`src/rtl/vga_pkg.sv`:
```
// Shared 640x480@60 timing, captured-image geometry and sync polarity for the VGA scan-out path.
package vga_pkg;

    localparam int unsigned HVisible = 640;
    localparam int unsigned HFront   = 16;
    localparam int unsigned HSync    = 96;
    localparam int unsigned HBack    = 48;
    localparam int unsigned HTotal   = HVisible + HFront + HSync + HBack;

    localparam int unsigned VVisible = 480;
    localparam int unsigned VFront   = 10;
    localparam int unsigned VSync    = 2;
    localparam int unsigned VBack    = 33;
    localparam int unsigned VTotal   = VVisible + VFront + VSync + VBack;

    localparam int unsigned FbAddrWidth = 14;
    localparam int unsigned FbDataWidth = 8;
    localparam int unsigned ImgW        = 512;
    localparam int unsigned ImgH        = 256;
    localparam int unsigned XOff        = 64;
    localparam int unsigned YOff        = 112;

    localparam bit SyncPol = 1'b0;

    // Control signals carried down the two-stage alignment pipeline.
    typedef struct packed {
        logic hsync;
        logic vsync;
        logic de;
        logic fs;
    } vga_ctrl_t;

endpackage

```
`src/rtl/vga_timing.sv`:
```
// Raster counters plus hsync/vsync/de/frame_start, delayed two clocks to line up with pixel data.
module vga_timing
    import vga_pkg::*;
#(
    parameter int unsigned H_VISIBLE = HVisible,
    parameter int unsigned H_FRONT   = HFront,
    parameter int unsigned H_SYNC    = HSync,
    parameter int unsigned H_BACK    = HBack,
    parameter int unsigned V_VISIBLE = VVisible,
    parameter int unsigned V_FRONT   = VFront,
    parameter int unsigned V_SYNC    = VSync,
    parameter int unsigned V_BACK    = VBack,
    parameter bit          SYNC_POL  = SyncPol,
    localparam int unsigned HW = $clog2(H_VISIBLE + H_FRONT + H_SYNC + H_BACK),
    localparam int unsigned VW = $clog2(V_VISIBLE + V_FRONT + V_SYNC + V_BACK)
) (
    input  logic          clk_i,
    input  logic          rst_i,
    output logic [HW-1:0] h_cnt_o,
    output logic [VW-1:0] v_cnt_o,
    output logic          de_s1_o,
    output logic          hsync_o,
    output logic          vsync_o,
    output logic          de_o,
    output logic          frame_start_o
);

    localparam logic [HW-1:0] HMax    = HW'(H_VISIBLE + H_FRONT + H_SYNC + H_BACK - 1);
    localparam logic [HW-1:0] HVis    = HW'(H_VISIBLE);
    localparam logic [HW-1:0] HsStart = HW'(H_VISIBLE + H_FRONT);
    localparam logic [HW-1:0] HsEnd   = HW'(H_VISIBLE + H_FRONT + H_SYNC);
    localparam logic [VW-1:0] VMax    = VW'(V_VISIBLE + V_FRONT + V_SYNC + V_BACK - 1);
    localparam logic [VW-1:0] VVis    = VW'(V_VISIBLE);
    localparam logic [VW-1:0] VsStart = VW'(V_VISIBLE + V_FRONT);
    localparam logic [VW-1:0] VsEnd   = VW'(V_VISIBLE + V_FRONT + V_SYNC);

    localparam vga_ctrl_t CtrlRst = '{hsync: ~SYNC_POL, vsync: ~SYNC_POL, de: 1'b0, fs: 1'b0};

    logic [HW-1:0] h_q, h_d;
    logic [VW-1:0] v_q, v_d;
    vga_ctrl_t     ctrl_s0, ctrl_s1_q, ctrl_s2_q;

    always_comb begin
        h_d = h_q + 1'b1;
        v_d = v_q;
        if (h_q == HMax) begin
            h_d = '0;
            v_d = (v_q == VMax) ? '0 : v_q + 1'b1;
        end

        ctrl_s0.hsync = (h_q >= HsStart && h_q < HsEnd) ? SYNC_POL : ~SYNC_POL;
        ctrl_s0.vsync = (v_q >= VsStart && v_q < VsEnd) ? SYNC_POL : ~SYNC_POL;
        ctrl_s0.de    = (h_q < HVis) && (v_q < VVis);
        ctrl_s0.fs    = (h_q == '0) && (v_q == '0);
    end

    always_ff @(posedge clk_i or posedge rst_i) begin
        if (rst_i) begin
            h_q       <= '0;
            v_q       <= '0;
            ctrl_s1_q <= CtrlRst;
            ctrl_s2_q <= CtrlRst;
        end else begin
            h_q       <= h_d;
            v_q       <= v_d;
            ctrl_s1_q <= ctrl_s0;
            ctrl_s2_q <= ctrl_s1_q;
        end
    end

    assign h_cnt_o       = h_q;
    assign v_cnt_o       = v_q;
    assign de_s1_o       = ctrl_s1_q.de;
    assign hsync_o       = ctrl_s2_q.hsync;
    assign vsync_o       = ctrl_s2_q.vsync;
    assign de_o          = ctrl_s2_q.de;
    assign frame_start_o = ctrl_s2_q.fs;

endmodule

```
`src/rtl/vga_fb_reader.sv`:
```
// Scans the frame buffer out as VGA: address generation, byte-to-pixel unpack, output alignment.
module vga_fb_reader
    import vga_pkg::*;
#(
    parameter int unsigned ADDR_WIDTH = FbAddrWidth,
    parameter int unsigned DATA_WIDTH = FbDataWidth,
    parameter int unsigned H_VISIBLE  = HVisible,
    parameter int unsigned H_FRONT    = HFront,
    parameter int unsigned H_SYNC     = HSync,
    parameter int unsigned H_BACK     = HBack,
    parameter int unsigned V_VISIBLE  = VVisible,
    parameter int unsigned V_FRONT    = VFront,
    parameter int unsigned V_SYNC     = VSync,
    parameter int unsigned V_BACK     = VBack,
    parameter int unsigned IMG_W      = ImgW,
    parameter int unsigned IMG_H      = ImgH,
    parameter int unsigned X_OFF      = XOff,
    parameter int unsigned Y_OFF      = YOff,
    parameter bit          SYNC_POL   = SyncPol
) (
    input  logic                  clk,
    input  logic                  reset,
    output logic [ADDR_WIDTH-1:0] raddr,
    input  logic [DATA_WIDTH-1:0] rdata,
    output logic                  hsync,
    output logic                  vsync,
    output logic                  de,
    output logic                  pixel,
    output logic                  frame_start
);

    localparam int unsigned HW = $clog2(H_VISIBLE + H_FRONT + H_SYNC + H_BACK);
    localparam int unsigned VW = $clog2(V_VISIBLE + V_FRONT + V_SYNC + V_BACK);
    localparam int unsigned PB = $clog2(DATA_WIDTH);
    localparam int unsigned XB = $clog2(IMG_W / DATA_WIDTH);
    localparam int unsigned YB = ADDR_WIDTH - XB;

    localparam logic [HW-1:0] XLo = HW'(X_OFF);
    localparam logic [HW-1:0] XHi = HW'(X_OFF + IMG_W);
    localparam logic [VW-1:0] YLo = VW'(Y_OFF);
    localparam logic [VW-1:0] YHi = VW'(Y_OFF + IMG_H);

    logic [HW-1:0]         h_cnt;
    logic [VW-1:0]         v_cnt;
    logic                  de_s1;
    logic                  in_img;
    logic [PB+XB-1:0]      x_lo;
    logic [YB-1:0]         y_lo;
    logic                  in_img_q;
    logic [PB-1:0]         xpix_q;
    logic [DATA_WIDTH-1:0] hold_q, hold_d;
    logic                  pix_s1;
    logic                  pixel_q, pixel_d;

    vga_timing #(
        .H_VISIBLE(H_VISIBLE),
        .H_FRONT  (H_FRONT),
        .H_SYNC   (H_SYNC),
        .H_BACK   (H_BACK),
        .V_VISIBLE(V_VISIBLE),
        .V_FRONT  (V_FRONT),
        .V_SYNC   (V_SYNC),
        .V_BACK   (V_BACK),
        .SYNC_POL (SYNC_POL)
    ) u_timing (
        .clk_i        (clk),
        .rst_i        (reset),
        .h_cnt_o      (h_cnt),
        .v_cnt_o      (v_cnt),
        .de_s1_o      (de_s1),
        .hsync_o      (hsync),
        .vsync_o      (vsync),
        .de_o         (de),
        .frame_start_o(frame_start)
    );

    // Stage 0: address straight from the counter registers so the RAM sees a clean path.
    always_comb begin
        in_img = (h_cnt >= XLo) && (h_cnt < XHi) && (v_cnt >= YLo) && (v_cnt < YHi);
        x_lo   = (PB + XB)'(h_cnt - XLo);
        y_lo   = YB'(v_cnt - YLo);
        raddr  = in_img ? {y_lo, x_lo[PB+XB-1:PB]} : '0;
    end

    // Stage 1: first pixel of a byte comes straight off rdata, the rest from the hold copy.
    always_comb begin
        hold_d = hold_q;
        pix_s1 = 1'b0;
        if (in_img_q) begin
            if (xpix_q == '0) begin
                hold_d = rdata;
                pix_s1 = rdata[DATA_WIDTH-1];
            end else begin
                pix_s1 = hold_q[PB'(DATA_WIDTH - 1) - xpix_q];
            end
        end
        pixel_d = pix_s1 & de_s1;
    end

    always_ff @(posedge clk or posedge reset) begin
        if (reset) begin
            in_img_q <= 1'b0;
            xpix_q   <= '0;
            hold_q   <= '0;
            pixel_q  <= 1'b0;
        end else begin
            in_img_q <= in_img;
            xpix_q   <= x_lo[PB-1:0];
            hold_q   <= hold_d;
            pixel_q  <= pixel_d;
        end
    end

    assign pixel = pixel_q;

endmodule

```
`config.mk`:
```
export PLATFORM = sky130hd
export DESIGN_NAME = vga_fb_reader
export DESIGN_NICKNAME = d
export VERILOG_FILES = /design/src/rtl/vga_pkg.sv /design/src/rtl/vga_timing.sv /design/src/rtl/vga_fb_reader.sv
export SDC_FILE = /design/constraint.sdc
export NUM_CORES = 1
export LEC_CHECK = 0
export CAP_MARGIN = 40
export CORE_MARGIN = 10
export CORE_UTILIZATION = 35
export DETAILED_ROUTE_END_ITERATION = 12
export SYNTH_ARGS = -nofsm -noshare
export SYNTH_HDL_FRONTEND = slang
export SYNTH_SLANG_ARGS = --single-unit
export TNS_END_PERCENT = 10
```
`constraint.sdc`:
```
create_clock -name clk -period 2.4 [get_ports clk]
set_clock_uncertainty 0.15 [all_clocks]
set_input_delay 0.36 -clock clk [delete_from_list [all_inputs] [get_ports clk]]
set_output_delay 0.36 -clock clk [all_outputs]
set_load 0.02 [all_outputs]
```
# Word-level counts from Yosys, hierarchy flattened
# Index checks and enable logic that the tools add are counted.
# word_totals
regBits	41
latchBits	0
mem_bits_rw	0
mem_bits_ro	0
inputBits	10
word_cells	53
n_memories	0
# classes
addsub	5
n_mul	0
n_div	0
n_lt_le_gt_ge	11
n_eq_ne	2
shifts	0
mux	9
bitwise_logic	1
reduce_logical	11
# op_table
op	count
$lt 10x10->1 const B	3
$lt 10x9->1 const B	3
$add 10x1->10 const B	2
$eq 10x10->1 const B	2
$ge 10x7->1 const B	2
$logic_not 10->1	2
$mux 10	2
$mux 14	1
$ge 10x10->1 const B	1
$ge 10x9->1 const B	1
$sub 9x7->9 const B	1
$sub 8x7->8 const B	1
$logic_and 1x1->1	7
$mux 1	5
$lt 3x4->1 const B	1
$bmux 1 s3	1
$logic_not 3->1	1
$sub 3x3->3 const A	1
$reduce_and 2->1	1
$and 1x1->1	1

# Logic depth before layout (Yosys ltp)
# depth
depth_word	6
ltp_mapped	8

# Cells and area by module
# Synthesis repeated with hierarchy kept, for this count alone.
# hier_totals
hier_cells	190
hier_area_um2	2127.0
# by_module_without_submodules
mod	instances	cells_per_inst	area_each_um2
vga_timing	1	127	1346.3
vga_fb_reader	1	63	780.7

# Worst setup path after synthesis
# OpenSTA, ideal clock, no wires.
# synth_path
path_type	flip-flop to output port
startpoint	reg u_timing.v_q[5], in the netlist u_timing.v_cnt_o[5]
endpoint	out raddr[5]
arrival_ns	1.763
path_slack_ns	0.127
path_stages_with_launch	7
n_path_buf	1
cell_sequence	dfrtp_1 > ha_1 > a21oi_1 > xor2_1 > a2111o_1 > buf_6 > a21oi_1
# synth_via
elab_chain_cells	4
elab_cells_between_ends	5
# synth_rtl
item	line_no	text
start, declared	vga_timing.sv:40	logic [VW-1:0] v_q, v_d;
start signal, assigned	vga_timing.sv:65	v_q <= v_d;
$ge 10x7->1	vga_fb_reader.sv:79	in_img = (h_cnt >= XLo) && (h_cnt < XHi) && (v_cnt >= YLo) && (v_cnt < YHi);
$logic_and 1x1->1	vga_fb_reader.sv:79	
$logic_and 1x1->1 (*)	vga_fb_reader.sv:79	
$mux 14 (*)	vga_fb_reader.sv:82	raddr = in_img ? {y_lo, x_lo[PB+XB-1:PB]} : '0;
end, declared	vga_fb_reader.sv:23	output logic [ADDR_WIDTH-1:0] raddr,
# Every way passes the cells marked *; elsewhere a longest branch is shown, timed or not.

# Worst setup path in the final report
# layout_path
startpoint	reg u_timing.h_q[3], in the netlist u_timing.h_cnt_o[3]
endpoint	out raddr[8]
# layout_via
elab_chain_cells	5
elab_cells_between_ends	6
# layout_rtl
item	line_no	text
start, declared	vga_timing.sv:39	logic [HW-1:0] h_q, h_d;
start signal, assigned	vga_timing.sv:59	h_q <= '0;
start signal, assigned	vga_timing.sv:64	h_q <= h_d;
$ge 10x7->1 / $lt 10x10->1 (equally long branches)	vga_fb_reader.sv:79	
$logic_and 1x1->1 (*) (3 in series)	vga_fb_reader.sv:79	
via in_img	vga_fb_reader.sv:46	logic in_img;
$mux 14 (*)	vga_fb_reader.sv:82	
# The timed path passes the listed nets; every way through them passes the cells marked *.

==> run summary <==
Bufs on Longest Clock Path: 2
Die Area: 0.009479 mm²
Sw Pwr: 255.3 µW
origin of the critical flop-to-flop path: u_timing.h_cnt_o[0]
area grow syn2layout: 33.87%
worst slew pin tran: 0.5411 ns
Tmin final: 2.504 ns
DRC viols: 0
placement-stage cell area: 0.002608 mm²
Seq cells post-synth: 40
Reg clk slew, reported paths: 0.08 ns
fmax: 0.3994 GHz
DIE HEIGHT: 97.36 µm
first-pass GRT wire length: 8066 µm
# IOs: 29
RSZ-0062 raised after global routing: true
CTS Buf Count: 5
Die W: 97.36 µm
Tightest Hold Check Type: register to register
Hold Crit Depth: 0
CP Capture Point: raddr[8]
syn nets: 224
CP max FO: 7
Via Count: 1,621
Reg area: 0.001006 mm²
CTS tree: yes
VDD IR-drop max: 0.0002315 V
Leak: 1.242 nW
Worst-Skew Late Latency: 0.29 ns
asr flop ratio synth: 1.000
post-synth top area cell: dfrtp_1
launch point of the worst path: u_timing.h_cnt_o[3]
Final ANT Viol Nets: 0
synth top area cells: dfrtp_1, ha_1, dfstp_2, mux2_2, xnor2_1
initial core utilization: 0.3580
sequential area share after synthesis: 0.4803
Clock power frac: 0.439
reg-to-reg critical path endpoint: u_timing.v_cnt_o[7]
Critical Path AT: 1.99 ns
ant diodes: 0
CP startpoint kind: register
setup TNS: -0.8991 ns
routability cong.: 0.8380
violated checks: setup timing
Switching Share: 0.2042
area of the multi-input gates: 0.001080 mm²
part of the power in combinational logic: 0.022
core area: 0.005851 mm²
status: finished, violations left
pre-CTS WS: -0.4156 ns
slew margin rel.: 0.6360
iteration-0 DRC count of the detailed router: 80
top cells by count, synth: dfrtp_1, nor2_1, nand2_1
EDFF count, synth: 0
Design Area, Final: 0.002804 mm²
fin crit share: 1.043
Clock Sinks: 40
setup slack, reg-to-reg: 0.21 ns
Primary FF master, synth: dfrtp_1
CTS root buffer: clkbuf_8
post-synth cell types: 40
Avg WL per Cell: 14.27 µm
Layout Cells excl Fill: 332
gr usage total: 0.1015
Worst EP required: 1.89 ns
Rows: 28
share of post-route cells with drive strength above 1: 0.3035
# fillers: 557
Worst Reg-to-Reg Cells: 6
Netlist Area Pre-Place: 0.002095 mm²
placed insts: 322
CTS H-tree lvls: 2
DR vias/cell: 4.883
critical path capture point type: output port
First-pass DRT Iterations: 4
max-cap violation count: 0
HPWL after detailed placement: 3577 µm
antenna violations before repair: 0
pin count of the biggest net entering global routing: 41
most numerous cell in the Yosys netlist: dfrtp_1
Reg power frac: 0.539
Slew Limit Fails: 0
hold violation total from the final report: 0
Synth top area share: 0.4301
gr ovfl total: 0
critical setup path kind: register to output port
final layout net count: 278
endpoints failing setup: 11
Post-Route WL: 4739 µm
internal power: 995.3 µW
Hold-fix buffers, CTS: 0
port buffer count: 28
Avg Synthesized Cell Area: 10.37 µm²
Syn Inst Count: 202
yosys warns: 0
Pwr Density: 446.0 mW/mm²
Setup WS post-layout: -0.1040 ns
vias in the first global route: 1,652
==> worst min-delay path by stage <==
stage / from / slack [ns] / endpoint
after floorplan: u_timing.ctrl_s1_q[0] / 0.18 / u_timing.frame_start_o
after global placement: u_timing.ctrl_s1_q[0] / 0.18 / u_timing.frame_start_o
after detailed placement: u_timing.ctrl_s1_q[0] / 0.18 / u_timing.frame_start_o
after CTS: u_timing.ctrl_s1_q[0] / 0.20 / u_timing.frame_start_o
after global routing: u_timing.ctrl_s1_q[3] / 0.21 / u_timing.hsync_o
final: u_timing.ctrl_s1_q[0] / 0.20 / u_timing.frame_start_o
==> flip-flops by register name, summed over array words and instances, names as in the netlist <==
name                    count
hold_q                      7
in_img_q                    1
pixel                       1
u_timing.ctrl_s1_q          3
u_timing.de_o               1
u_timing.de_s1_o            1
u_timing.frame_start_o      1
u_timing.h_cnt_o           10
u_timing.hsync_o            1
u_timing.v_cnt_o           10
u_timing.vsync_o            1
xpix_q                      3
==> worst max-delay path, cell delays in order (launching register included) <==
cell      delay, ns
dfrtp_1        0.41
nor4_4         0.32
a311oi_2       0.15
a2111o_2       0.46
clkinv_4       0.11
and2_4         0.14
buf_6          0.11
==> power by group through the flow <==
| stage | logic, mW | registers [mW] | clock network, mW |
|---|---|---|---|
| 2_1_floorplan | 0.00996 | 0.687 | 0 |
| 3_3_place_gp | 0.0296 | 0.687 | 0 |
| 3_5_place_dp | 0.0292 | 0.687 | 0 |
| 4_1_cts | 0.0294 | 0.674 | 0.567 |
| 5_1_grt | 0.0321 | 0.674 | 0.594 |
| 6_report | 0.0281 | 0.674 | 0.549 |
==> metrics by stage <==
step                hold slack (ns)  utilization  power (mW)
floorplan                    0.1812            -      0.6968
global placement             0.1839       0.4457      0.7164
detailed placement           0.1847       0.4457      0.7160
CTS                          0.2023       0.4750       1.270
global route                 0.2109       0.4793       1.300
finish                       0.1993       0.4793       1.251
==> kinds of logic after synthesis <==
group / after synthesis / synth area share
multiplexers: 10 / 0.05854
AND/OR/NAND/NOR: 85 / 0.2151
adder cells (fa/ha/maj): 12 / 0.07168
XOR/XNOR: 15 / 0.06272
flip-flops: 40 / 0.4803
buffers and inverters: 19 / 0.04540
AO/OA/AOI/OAI: 21 / 0.06631
==> layout make-up <==
cell class | instances | share of cell area
Clock buffer | 5 | 0.02454
Clock inverter | 3 | 0.01517
Inverter | 11 | 0.01651
Multi-Input combinational cell | 144 | 0.3851
Sequential cell | 40 | 0.3588
Tap cell | 75 | 0.03347
Timing Repair Buffer | 54 | 0.1664
==> cells in the final DEF, fill, tap and decap left out, types with 2 or more instances in the layout <==
cell type and instances:
buf_4 33, clkdlybuf4s50_1 14, nand2b_1 2, a21oi_1 2, nor4_1 3, xnor2_1 10, and4b_1 2, or3_1 2
and2_1 2, nor2_1 21, dfstp_2 4, nand4_1 4, nand2_1 15, dfrtp_1 36, o21ai_0 9, nand4b_1 2
buf_6 6, nor3_1 5, nand3_1 12, inv_1 10, and2_4 6, ha_1 10, xor2_1 4, and3_1 2
clkbuf_8 5, mux2_2 8
==> layer usage <==
layer | part of all wire | up-vias | track usage
li1 | - | 805 | -
met4 | 0.013 | 0 | 0.03356
met3 | 0.046 | 4 | 0.02347
met5 | 0 | - | 0
met1 | 0.47 | 778 | 0.1298
met2 | 0.47 | 34 | 0.1635
==> what timing repair did <==
action,4_1_cts,5_1_grt
setup buffers,1,0
endpoints found under the setup margin,14,14
cloned,1,0
hold endpoints to repair,0,0
resized for setup,86,5
pin swaps,9,1
Power figures use the tool's default switching activity.
